===== src/rtl/lanes_pkg.sv =====
// Shared lane-combiner constants: byte width, idle filler, capture phase, lane count.
// Latency: n/a (package only).
// Backpressure: n/a.
package lanes_pkg;

  localparam int          BW_DEFAULT   = 8;
  localparam logic [7:0]  IDLE_DEFAULT = 8'h00;
  localparam int          NLANES       = 4;

  typedef logic [1:0] phase_t;

  // Edge on which all four lanes are sampled; lane 0 goes straight to the output.
  localparam phase_t PH_CAPTURE = 2'd3;

endpackage


===== src/rtl/muxes_lane_hold.sv =====
// Per-lane holding register {valid, byte} with load enable and synchronous clear.
// Latency: 1 edge from load to q.
// Backpressure: none; load is unconditional when ld is high.
module lane_hold #(
  parameter int W = 9
) (
  input  logic         clk,
  input  logic         clr,
  input  logic         ld,
  input  logic [W-1:0] d,
  output logic [W-1:0] q
);

  // Clear wins over load so a reset on a capture edge leaves the lane empty.
  always_ff @(posedge clk) begin
    if (clr) begin
      q <= '0;
    end else if (ld) begin
      q <= d;
    end
  end

endmodule


===== src/rtl/muxes.sv =====
// Interleaves four clk_f-rate byte lanes into one clk_4f byte stream, lane 0 first.
// Latency: lane k leaves k+1 edges after the capture edge; frames back-to-back every 4 edges.
// Backpressure: none; invalid lanes keep their slot and emit IDLE with validSalida low.
module muxes
  import lanes_pkg::*;
#(
  parameter int          BW   = BW_DEFAULT,
  parameter logic [BW-1:0] IDLE = BW'(IDLE_DEFAULT)
) (
  input  logic          clk_4f,
  input  logic          reset,
  input  logic [BW-1:0] Entrada0,
  input  logic [BW-1:0] Entrada1,
  input  logic [BW-1:0] Entrada2,
  input  logic [BW-1:0] Entrada3,
  input  logic          validEntrada0,
  input  logic          validEntrada1,
  input  logic          validEntrada2,
  input  logic          validEntrada3,
  output logic [BW-1:0] Salida,
  output logic          validSalida,
  output logic [1:0]    lane_sel,
  output logic          frame_start
);

  phase_t      phase;
  logic        capture;
  logic        primed;   // set by the first capture after reset; outputs stay at reset values until then
  phase_t      slot;
  logic [BW:0] lane_in [1:NLANES-1];
  logic [BW:0] hold_q  [1:NLANES-1];
  logic [BW:0] slot_q;

  assign capture    = (phase == PH_CAPTURE);
  assign slot       = phase + 2'd1;
  assign lane_in[1] = {validEntrada1, Entrada1};
  assign lane_in[2] = {validEntrada2, Entrada2};
  assign lane_in[3] = {validEntrada3, Entrada3};

  // Lanes 1..3 are parked until their slot comes up; lane 0 needs no holding.
  for (genvar k = 1; k < NLANES; k++) begin : g_hold
    lane_hold #(.W(BW + 1)) u_hold (
      .clk (clk_4f),
      .clr (reset),
      .ld  (capture),
      .d   (lane_in[k]),
      .q   (hold_q[k])
    );
  end

  // Pick the parked lane that owns the next slot (phase 0..2 -> lane 1..3).
  always_comb begin
    slot_q = '0;
    case (slot)
      2'd1:    slot_q = hold_q[1];
      2'd2:    slot_q = hold_q[2];
      2'd3:    slot_q = hold_q[3];
      default: slot_q = '0;
    endcase
  end

  // Phase counter and registered output slot; reset discards any partial frame.
  always_ff @(posedge clk_4f) begin
    if (reset) begin
      phase       <= 2'd0;
      primed      <= 1'b0;
      Salida      <= '0;
      validSalida <= 1'b0;
      lane_sel    <= 2'd0;
      frame_start <= 1'b0;
    end else begin
      phase <= phase + 2'd1;
      if (capture) begin
        primed      <= 1'b1;
        Salida      <= validEntrada0 ? Entrada0 : IDLE;
        validSalida <= validEntrada0;
        lane_sel    <= 2'd0;
        frame_start <= 1'b1;
      end else if (primed) begin
        Salida      <= slot_q[BW] ? slot_q[BW-1:0] : IDLE;
        validSalida <= slot_q[BW];
        lane_sel    <= slot;
        frame_start <= 1'b0;
      end
    end
  end

endmodule

===== config.mk =====
export PLATFORM = sky130hd
export DESIGN_NAME = muxes
export DESIGN_NICKNAME = d
export VERILOG_FILES = /design/src/rtl/lanes_pkg.sv /design/src/rtl/muxes_lane_hold.sv /design/src/rtl/muxes.sv
export SDC_FILE = /design/constraint.sdc
export NUM_CORES = 1
export LEC_CHECK = 0
export ABC_AREA = 1
export BUFFER_PORTS_ARGS = -buffer_cell sky130_fd_sc_hd__buf_2
export CORE_ASPECT_RATIO = 1.4
export CORE_MARGIN = 10
export CORE_UTILIZATION = 51
export DETAILED_ROUTE_END_ITERATION = 10
export PLACE_DENSITY = 0.85
export RECOVER_POWER = 50
export SKIP_CTS_REPAIR_TIMING = 1
export SLEW_MARGIN = 25
export SYNTH_ARGS = -nofsm -noshare
export SYNTH_HDL_FRONTEND = slang
export SYNTH_SLANG_ARGS = --single-unit

===== constraint.sdc =====
create_clock -name clk_4f -period 1.8 [get_ports clk_4f]
set_input_delay 0.36 -clock clk_4f [delete_from_list [all_inputs] [get_ports clk_4f]]
set_output_delay 0.36 -clock clk_4f [all_outputs]
set_load 0.02 [all_outputs]

; After elaboration in Yosys (flattened, before gate mapping)
; Index checks and enable logic that the tools add are counted.
[word_totals]
elab_cells = 25
ff_bits = 42
inputBits = 38
[classes]
muxes = 9
n_eq_ne = 4
reduce_logical = 2
n_addsub = 1
[ops]
columns = cell, count
row1 = $mux W8, 4
row2 = $pmux W9 S3, 1
row3 = $eq A2 B2 Y1 const B, 3
row4 = $mux W1, 4
row5 = $add A2 B1 Y2 const B, 1
row6 = $eq A2 B1 Y1 const B, 1
row7 = $reduce_bool A2 Y1, 1
row8 = $reduce_or A2 Y1, 1

; Depth between registers and ports, before layout
; Gate-level depths: netlist (run 1).
[depth]
word_depth = 6
mapped_depth = 7
mapped_depth_nobuf = 6

; By module
; From an unflattened synthesis (run 1), not the netlist that was laid out.
[unflattened]
cells_unflattened = 301
hier_area_um2 = 2009.4
[by_module_without_submodules]
columns = mod, cells_per_inst, area_per_inst_um2, seq_area_each_um2, n_inst
row1 = lane_hold, 57, 381.6, 180.2, 3
row2 = muxes, 130, 864.6, 300.3, 1

; Worst setup path after synthesis (run 1)
; OpenSTA, ideal clock, no wires.
[synth_timing]
path_kind = register to register
from = reg phase[0]
to = reg Salida[6]
period_less_slack_ns = 1.240
path_stages_with_launch = 8
n_path_buf = 1
path_slack_ns = 0.560
t_arrival_ns = 1.122
required_time_ns = 1.682
setup_ns = 0.118
cell_sequence = dfxtp_1 inv_1 ha_1 buf_2 nand2_1 nand3_2 nand3_1 a21oi_2
[synth_via]
elab_chain_len = 6
elab_cells_between_ends = 10
[synth_rtl]
columns = element, line_no
row1 = from (decl), muxes.sv:26  ; phase_t phase;
row2 = from (signal assigned), muxes.sv:72  ; phase <= phase + 2'd1;
row3 = $add A2 B1 Y2 *, muxes.sv:35  ; assign slot = phase + 2'd1;
row4 = via slot[0], muxes.sv:29  ; phase_t slot;
row5 = $eq A2 B2 Y1 / $eq A2 B1 Y1 (equally long branches), muxes.sv:54  ; case (slot)
row6 = $pmux W9 S3 *, muxes.sv:54
row7 = $mux W8 *, muxes.sv:80  ; Salida <= slot_q[BW] ? slot_q[BW-1:0] : IDLE;
row8 = $mux W8 *, muxes.sv:79  ; end else if (primed) begin
row9 = $mux W8 *, muxes.sv:73  ; if (capture) begin
row10 = to (signal assigned), muxes.sv:75  ; Salida <= validEntrada0 ? Entrada0 : IDLE;
row11 = to (signal assigned), muxes.sv:80
row12 = to (decl), muxes.sv:20  ; output logic [BW-1:0] Salida,
; Mark *: on every way through the listed nets, which the timed path passes. The rest lies on a longest branch. The select of a mux whose other input is x is not followed.
; A chain may end at the register's enable or synchronous reset.

; Worst setup path in the final report (run 1)
[layout_timing]
from = reg phase[0]
to = reg Salida[6]
[layout_via]
elab_cells_between_ends = 10
[layout_rtl]
columns = element, line_no
row1 = $eq A2 B2 Y1 *, muxes.sv:34  ; assign capture = (phase == PH_CAPTURE);
row2 = via capture, muxes.sv:27  ; logic capture;
row3 = $mux W8 / $reduce_bool A2 Y1 (equally long branches), -
; Marked as above.

==> metrics, run 1 <==
Initial DRT Pass Iterations=5; fill cell count=320; Final Net Count=335; total gr overflow=0; final wirelength=4440 um; net switching power=between 0.5 and 0.6 mW; Num Clock Sinks=42; final setup TNS=0 ns; cell-internal power=1.47 mW; PwrDens=948 nW/um^2; arrival time at the worst endpoint=between 1.5 and 2 ns; Worst-Margin Slew=0.448 ns; sequential share of power=approximately half; CTS tree=yes; pre-CTS WS=0.396 ns; Hold Crit Start=Entrada1[7]; Synth cell types=18; Num CTS Buffers=5; worst hold path type=input port to flop; Worst setup SP type=flop; Total GRT Usage=13.9%; largest net degree at the start of global routing=38; first-pass GRT wire length=around 7400 um; combinational share of power=13.7%; Max transition margin=70.1%; critical path cell sequence=ha_1 > clkbuf_2 > inv_4 > nand3_1 > a21oi_2; Die H=~90 um; slowest stage delay, CP=0.34 ns; fmax=0.638 GHz; Min-Delay Endpoint=g_hold[1].u_hold.q[7]; switching share of power=26.4%; post-synthesis instance total=~250; crit path kind=flop to flop; worst hold stages=3; r2r setup slk=0.23 ns; r2r startpoint=phase[0]; synthesized area=1810 um^2; FF+latch count, synth=42; Clock Latency Late Sink=0.29 ns; cell taking the most area after synthesis=dfxtp_1; CTS H-Tree Depth=2; Leak=1.01 nW; crit path from=phase[0]; Worst Path Required=2.03 ns; crit end category=flop; via count=1715; top-area cell type share of the netlist area=46.5%; post-DR wirelength/cell=13.3 um; Post-Syn Nets=slightly below 300; multi-input logic area=807 um^2; RSZ-0062 raised after global routing=no; peak supply drop=0.667 mV; final hold viol count=0; Reg2Reg Capture Point=Salida[6]; Crit path max-delay family=buffers and inverters; share of layout cells above drive strength 1=18.4%; vias in the first global route=1726; DR iter-0 viols=84; Antenna Nets Post-Route=0; Placed Area=2030 um^2; WP buf/inv=2; I/O pins=50; Syn-to-layout area delta=16.8%; Worst Skew=0.00611 ns; post-route minimum period=1.57 ns; DPL Wire Length=roughly 3100 um; ant diodes=0; routed vias/inst=5.13; Clk network pwr share=35.0%; syn avg cell area=7.27 um^2; slowest cell on the critical path=dfxtp_1; Initial Utilization=53.1%; PnR worst setup slack=0.232 ns; Slew Limit Fails=0; DIE AREA=6360 um^2; placeable core area=3410 um^2; std cell rows=25; port bufs=49; CP max FO=37; sequential cell area=841 um^2; reg2reg path depth=5; Die X-Extent=70.3 um; GP Congestion=0.782; clock root cell=clkbuf_8; Bufs on Longest Clock Path=2; sequential share of the synthesized area=46.5%; post-route cell area=2110 um^2; initial antenna violation count=0; run status=finished, final reports clean; DRC errors left=0; Final period util=87.1%; largest cells by area after synthesis=dfxtp_1, nor2_1, nand2_1, o21ai_0, nand3_1; warnings from Yosys=0; max cap viols=0; Hold Slack=0.282 ns; final setup fails=0; Clock Pin Slew Worst Setup and Hold Paths=around 0.080 ns
==> per-stage QoR <==
step	power [mW]	util [%]	std cells
global placement	1.33	59.4	326
CTS	2.02	62.7	334
finish	2.00	62.0	334
global route	2.09	62.0	334
detailed placement	1.33	59.4	326
floorplan	1.23	-	249
==> worst reg2reg max path: stages, from the launching register on <==
cell	delay [ns]
dfxtp_1	0.34
ha_1	0.24
clkbuf_2	0.26
inv_4	0.34
nand3_1	0.19
a21oi_2	0.14
==> per-layer routing <==
metal	track usage [%]	share of wire, %	vias to the layer above
li1	-	-	885
met1	14.4	41	777
met2	24.5	52	43
met3	3.74	4.1	10
met4	6.77	2.5	0
met5	0	0	-
==> cell type report <==
| type | count | area share, % |
|---|---|---|
| clock buffers | 8 | 5.21 |
| inverters | 15 | 2.78 |
| multi-input cells | 177 | 38.2 |
| flip-flops and latches | 42 | 39.8 |
| well taps | 40 | 2.37 |
| repair buffers | 52 | 11.7 |
==> registers in the layout, indices dropped and copies added, names as in the netlist <==
signal and count:
phase 2, lane_sel 2, validSalida 1, primed 1, g_hold.u_hold.q 27, Salida 8
frame_start 1
==> cell usage after synthesis <==
cell type	number
inv_1	11
dfxtp_1	42
nand3_1	23
nand2_1	39
a21oi_2	1
buf_4	3
ha_1	4
buf_2	8
inv_4	1
nor2_1	58
buf_6	3
inv_2	3
a21oi_1	12
nand3_2	2
o21ai_1	8
clkbuf_1	1
nor2_2	1
o21ai_0	29
==> worst max-delay path by stage <==
stage                endpoint  slack, ns  cells after the start
global route        Salida[6]       0.11                      5
detailed placement  Salida[5]       0.40                      6
global placement    Salida[6]       0.41                      6
floorplan           Salida[6]       0.56                      7
CTS                 Salida[6]       0.29                      6
finish              Salida[6]       0.23                      5
==> cells in the final DEF, fill, tap and decap left out <==
| cell type | n |
|---|---|
| a21oi_1 | 12 |
| a21oi_2 | 1 |
| buf_2 | 37 |
| buf_4 | 1 |
| clkbuf_1 | 13 |
| clkbuf_2 | 1 |
| clkbuf_8 | 8 |
| dfxtp_1 | 42 |
| ha_1 | 4 |
| inv_1 | 11 |
| inv_2 | 3 |
| inv_4 | 1 |
| nand2_1 | 39 |
| nand3_1 | 23 |
| nand3_2 | 2 |
| nor2_1 | 59 |
| o21ai_0 | 30 |
| o21ai_1 | 7 |
==> power groups by stage <==
stage | clock, mW | combinational [mW] | sequential (mW)
2_1_floorplan | 0 | 0.165 | 1.07
3_3_place_gp | 0 | 0.280 | 1.05
3_5_place_dp | 0 | 0.284 | 1.05
4_1_cts | 0.708 | 0.286 | 1.03
5_1_grt | 0.746 | 0.309 | 1.04
6_report | 0.701 | 0.274 | 1.03
==> cells by family (layout without fill, tap and decap cells) <==
kind of cell / after synthesis / count (layout) / synth area share [%]
buffers and inverters: 30 / 75 / 8.78
AOI/OAI and AO/OA: 50 / 50 / 14.0
DFF: 42 / 42 / 46.5
adders and majority gates: 4 / 4 / 2.77
and+or+nand+nor: 123 / 123 / 27.9
Note: power is estimated with default switching activity, not from simulation.
==> run 2, diff against run 1 <==
- RECOVER_POWER: 50 -> unset
==> metrics, run 2 (same netlist as run 1, synthesis figures left out) <==
Initial DRT Pass Iterations=4 (was 5); Inst Count DP=326 (unchanged); arrival time at the worst endpoint=1.74 ns (was 1.80 ns); DPL Wire Length=3130 um (unchanged); Clock Pin Slew Worst Setup and Hold Paths=0.08 ns (about the same); I/O pins=50 (unchanged); post-DR wirelength/cell=13.3 um (about the same); initial antenna violation count=0 (unchanged); final setup fails=0 (unchanged); Num Clock Sinks=42 (unchanged); clock root cell=clkbuf_8 (unchanged); std cell rows=25 (unchanged); RSZ-0062 raised after global routing=no (unchanged); Worst Skew=0.00577 ns (was 0.00611 ns); Clock Latency Late Sink=0.29 ns (about the same); CTS H-Tree Depth=2 (unchanged); Clk network pwr share=34.9% (was 35.0%); run status=finished, final reports clean (unchanged); max cap viols=0 (unchanged); Worst setup SP type=flop (unchanged); GP Congestion=0.782 (unchanged); total gr overflow=0 (unchanged); final setup TNS=0 ns (unchanged); Antenna Nets Post-Route=0 (unchanged); switching share of power=26.4% (about the same); Final period util=83.5% (was 87.1%); combinational share of power=14.1% (was 13.7%); PwrDens=942 nW/um^2 (was 948 nW/um^2); most common cell after layout, fill and taps aside=nor2_1 (unchanged); GR Layer Usage met3=3.74% (unchanged); most frequent cells in the layout=nor2_1, buf_2, dfxtp_1, nand2_1, o21ai_0 (was nor2_1, dfxtp_1, nand2_1, buf_2, o21ai_0); Leak=1.06 nW (was 1.01 nW); Initial Utilization=53.1% (unchanged); DIE AREA=6360 um^2 (unchanged); routed vias/inst=5.14 (was 5.13); DRC errors left=0 (unchanged); worst hold path type=input port to flop (unchanged); Die H=90.5 um (unchanged); via count=1716 (was 1715); post-route minimum period=1.50 ns (was 1.57 ns); Reg2Reg Capture Point=Salida[6] (unchanged); final wirelength=4460 um (was 4440 um); Worst-Margin Slew=0.453 ns (was 0.448 ns); GR Util met1=14.4% (unchanged); r2r startpoint=phase[0] (unchanged); Final Net Count=335 (unchanged); placeable core area=3410 um^2 (unchanged); end point of the critical path=Salida[6] (unchanged); Die X-Extent=70.3 um (unchanged); Top Registers=g_hold.u_hold.q: 27 flops, Salida: 8 flops (unchanged); cell-internal power=1.48 mW (was 1.47 mW); Max transition margin=69.7% (was 70.1%); Most Crowded Layer GR=met2 (unchanged); port bufs=49 (unchanged); met2 Usage GRT=24.5% (unchanged); first-pass GRT wire length=7440 um (unchanged); fmax=0.665 GHz (was 0.638 GHz); worst hold stages=3 (unchanged); Worst Path Required=2.03 ns (about the same); Syn-to-layout area delta=18.1% (was 16.8%); Bufs on Longest Clock Path=2 (unchanged); largest net degree at the start of global routing=38 (unchanged); net switching power=0.531 mW (was 0.529 mW); reg2reg path depth=6 (was 5); sequential share of power=51.0% (was 51.3%); vias in the first global route=1726 (unchanged); share of layout cells above drive strength 1=23.1% (was 18.4%); Post-Layout Cell Count=334 (unchanged); r2r setup slk=0.30 ns (was 0.23 ns); Slew Limit Fails=0 (unchanged); crit path kind=flop to flop (unchanged); crit end category=flop (unchanged); DR iter-0 viols=93 (was 84); CP max FO=9 (was 37); Top reg by flops=g_hold.u_hold.q (unchanged); crit path from=phase[0] (unchanged); CTS tree=yes (unchanged); Num CTS Buffers=5 (unchanged); final hold viol count=0 (unchanged); Total GRT Usage=13.9% (unchanged); ant diodes=0 (unchanged); max reg flops=27 (unchanged); peak supply drop=0.670 mV (was 0.667 mV)
run 2: worst min path at each step:
stage                      startpoint               endpoint
after floorplan                 reset               phase[0]
after global routing      Entrada2[4]  g_hold[2].u_hold.q[4]
after detailed placement  frame_start            frame_start
final                     Entrada1[7]  g_hold[1].u_hold.q[7]
after global placement    frame_start            frame_start
after CTS                 Entrada1[7]  g_hold[1].u_hold.q[7]
run 2: power by group through the flow:
stage | clock [mW] | sequential, mW | combinational, mW
after floorplan | 0 | 1.07 | 0.165
after global placement | 0 | 1.05 | 0.280
after detailed placement | 0 | 1.05 | 0.284
after CTS | 0.708 | 1.03 | 0.286
after global routing | 0.746 | 1.03 | 0.318
final | 0.702 | 1.03 | 0.283
run 2: area by class of cell:
class / count / area (um^2)
inverters: 15 / 58.8
flip-flops and latches: 42 / 841
multi-input cells: 177 / 810
repair buffers: 52 / 268
clock buffers: 8 / 110
well taps: 40 / 50.0
fillers: 307 / 1270
run 2: worst max-delay path, cell delays in order (launching register included):
cell and delay (ns):
dfxtp_1 0.34, inv_1 0.10, ha_1 0.39, nand2_1 0.14, nand3_2 0.18, nand3_1 0.14, a21oi_2 0.14
run 2: through the flow:
stage | instance area (um^2) | setup WS (ns) | utilization, % | hold WS, ns | power (mW)
6_report | 2140 | 0.297 | 62.7 | 0.282 | 2.01
5_1_grt | 2140 | 0.204 | 62.7 | 0.291 | 2.10
4_1_cts | 2140 | 0.292 | 62.7 | 0.280 | 2.02
3_5_place_dp | 2030 | 0.396 | 59.4 | 0.453 | 1.33
3_3_place_gp | 2030 | 0.407 | 59.4 | 0.448 | 1.33
2_1_floorplan | 1810 | 0.560 | - | 0.427 | 1.23
run 2: metal layers:
layer  vias up  part of all wire, %
li1        883                    -
met1       781                   41
met2        42                   52
met3        10                  4.1
met4         0                  2.4
met5         -                    0
==> run 3, diff against run 2 <==
- CORE_UTILIZATION: 51 -> 46
- PLACE_DENSITY: 0.85 -> 0.81
- clock period: 1.8 -> 1.3 ns (I/O delays scaled with it)
==> metrics, run 3 (same netlist as run 1, synthesis figures left out) <==
PwrDens=1200 nW/um^2 (was 942 nW/um^2); Max transition margin=82.4% (was 69.7%); reg2reg path depth=7 (was 6); max reg flops=27 (unchanged); crit path from=phase[1] (was phase[0]); DR iter-0 viols=94 (was 93); DPL Wire Length=3350 um (was 3130 um); largest net degree at the start of global routing=38 (unchanged); GP Congestion=0.780 (was 0.782); pre-CTS WS=-0.0151 ns (was 0.396 ns); Clock Latency Late Sink=0.29 ns (about the same); peak supply drop=0.827 mV (was 0.670 mV); CP max FO=7 (was 9); DRC errors left=0 (unchanged); total gr overflow=0 (unchanged); std cell rows=26 (was 25); GR Layer Usage met3=3.07% (was 3.74%); final wirelength=4710 um (was 4460 um); placeable core area=3710 um^2 (was 3410 um^2); Initial DRT Pass Iterations=4 (unchanged); crit path kind=flop to flop (unchanged); met2 Usage GRT=23.9% (was 24.5%); port bufs=49 (unchanged); initial antenna violation count=0 (unchanged); Antenna Nets Post-Route=0 (unchanged); I/O pins=50 (unchanged); Reg2Reg Capture Point=Salida[3] (was Salida[6]); Initial Utilization=48.8% (was 53.1%); fmax=0.819 GHz (was 0.665 GHz); first-pass GRT wire length=7150 um (was 7440 um); CTS tree=yes (unchanged); routed vias/inst=4.98 (was 5.14); final hold viol count=0 (unchanged); most frequent cells in the layout=nor2_1, buf_2, dfxtp_1, nand2_1, o21ai_0 (unchanged); Bufs on Longest Clock Path=2 (unchanged); CTS H-Tree Depth=2 (unchanged); Die X-Extent=73.0 um (was 70.3 um); Num CTS Buffers=5 (unchanged); worst hold path type=input port to flop (unchanged); Hold Crit Start=Entrada3[1] (was Entrada1[7]); Clock Pin Slew Worst Setup and Hold Paths=0.08 ns (about the same); DIE AREA=6880 um^2 (was 6360 um^2); Worst Skew=0.00687 ns (was 0.00577 ns); Worst-Margin Slew=0.264 ns (was 0.453 ns); Total GRT Usage=12.7% (was 13.9%); Slew Limit Fails=0 (unchanged); Num Clock Sinks=42 (unchanged); final setup fails=0 (unchanged); PnR worst setup slack=0.0787 ns (was 0.297 ns); Worst Path Required=1.48 ns (was 2.03 ns); crit end category=flop (unchanged); Top Registers=g_hold.u_hold.q: 27 flops, Salida: 8 flops (unchanged); Min-Delay Endpoint=g_hold[3].u_hold.q[1] (was g_hold[1].u_hold.q[7]); Die H=94.2 um (was 90.5 um); Syn-to-layout area delta=26.1% (was 18.1%); via count=1709 (was 1716); post-route minimum period=1.22 ns (was 1.50 ns); Final Net Count=342 (was 335); r2r startpoint=phase[1] (was phase[0]); post-route cell area=2280 um^2 (was 2140 um^2); Most Crowded Layer GR=met2 (unchanged); arrival time at the worst endpoint=1.40 ns (was 1.74 ns); post-DR wirelength/cell=13.7 um (was 13.3 um); Placed Area=2090 um^2 (was 2030 um^2); fill cell count=356 (was 307); fin util=61.5% (was 62.7%); Final period util=93.9% (was 83.5%); GR Util met1=12.7% (was 14.4%); Top reg by flops=g_hold.u_hold.q (unchanged); Worst setup SP type=flop (unchanged); share of layout cells above drive strength 1=28.9% (was 23.1%); clock root cell=clkbuf_8 (unchanged); ant diodes=0 (unchanged); Hold Slack=0.182 ns (was 0.282 ns); run status=finished, final reports clean (unchanged); final setup TNS=0 ns (unchanged); r2r setup slk=0.08 ns (was 0.30 ns); max cap viols=0 (unchanged); Leak=1.10 nW (was 1.06 nW); worst hold stages=3 (unchanged); vias in the first global route=1723 (was 1726); most common cell after layout, fill and taps aside=nor2_1 (unchanged)
## run 3: worst max path at each step
stage | depth (start not counted) | slack (ns) | to
final | 7 | 0.08 | Salida[3]
after global routing | 7 | -0.01 | Salida[0]
after CTS | 7 | -0.04 | Salida[7]
after detailed placement | 7 | -0.02 | Salida[7]
after global placement | 6 | 0.03 | Salida[7]
after floorplan | 7 | 0.06 | Salida[6]
## run 3: cell type report
cell class	count	area, um^2	share of cell area [%]
clock inverter	1	5.00	0.219
inverter	15	66.3	2.91
tap	42	52.6	2.30
sequential	42	846	37.1
multi-input combinational	177	890	39.0
clock buffer	7	86.3	3.78
timing repair buffer	59	337	14.7
## run 3: layer usage
metal	wire [um]	up-vias
met4	67	0
met3	176	7
li1	-	901
met2	2630	26
met1	1840	775
met5	0	-
## run 3: worst max-delay path, cell delays in order, from the launching register on
cell and delay (ns):
dfxtp_2 0.39, inv_2 0.09, ha_4 0.17, buf_4 0.16, nand2_1 0.06, nand3_1 0.08
nand3_1 0.11, a21oi_1 0.06
## run 3: through the flow
stage,instances,total power [mW]
4_1_cts,343,2.72
3_5_place_dp,335,1.87
3_3_place_gp,335,1.86
5_1_grt,343,2.86
6_report,343,2.74
2_1_floorplan,249,1.71
## run 3: power breakdown
part           internal [mW]  switching, mW  leakage [nW]
registers               1.37         0.0564         0.343
logic                  0.188          0.271         0.710
clock network          0.428          0.426        0.0482
total                   1.99          0.753          1.10
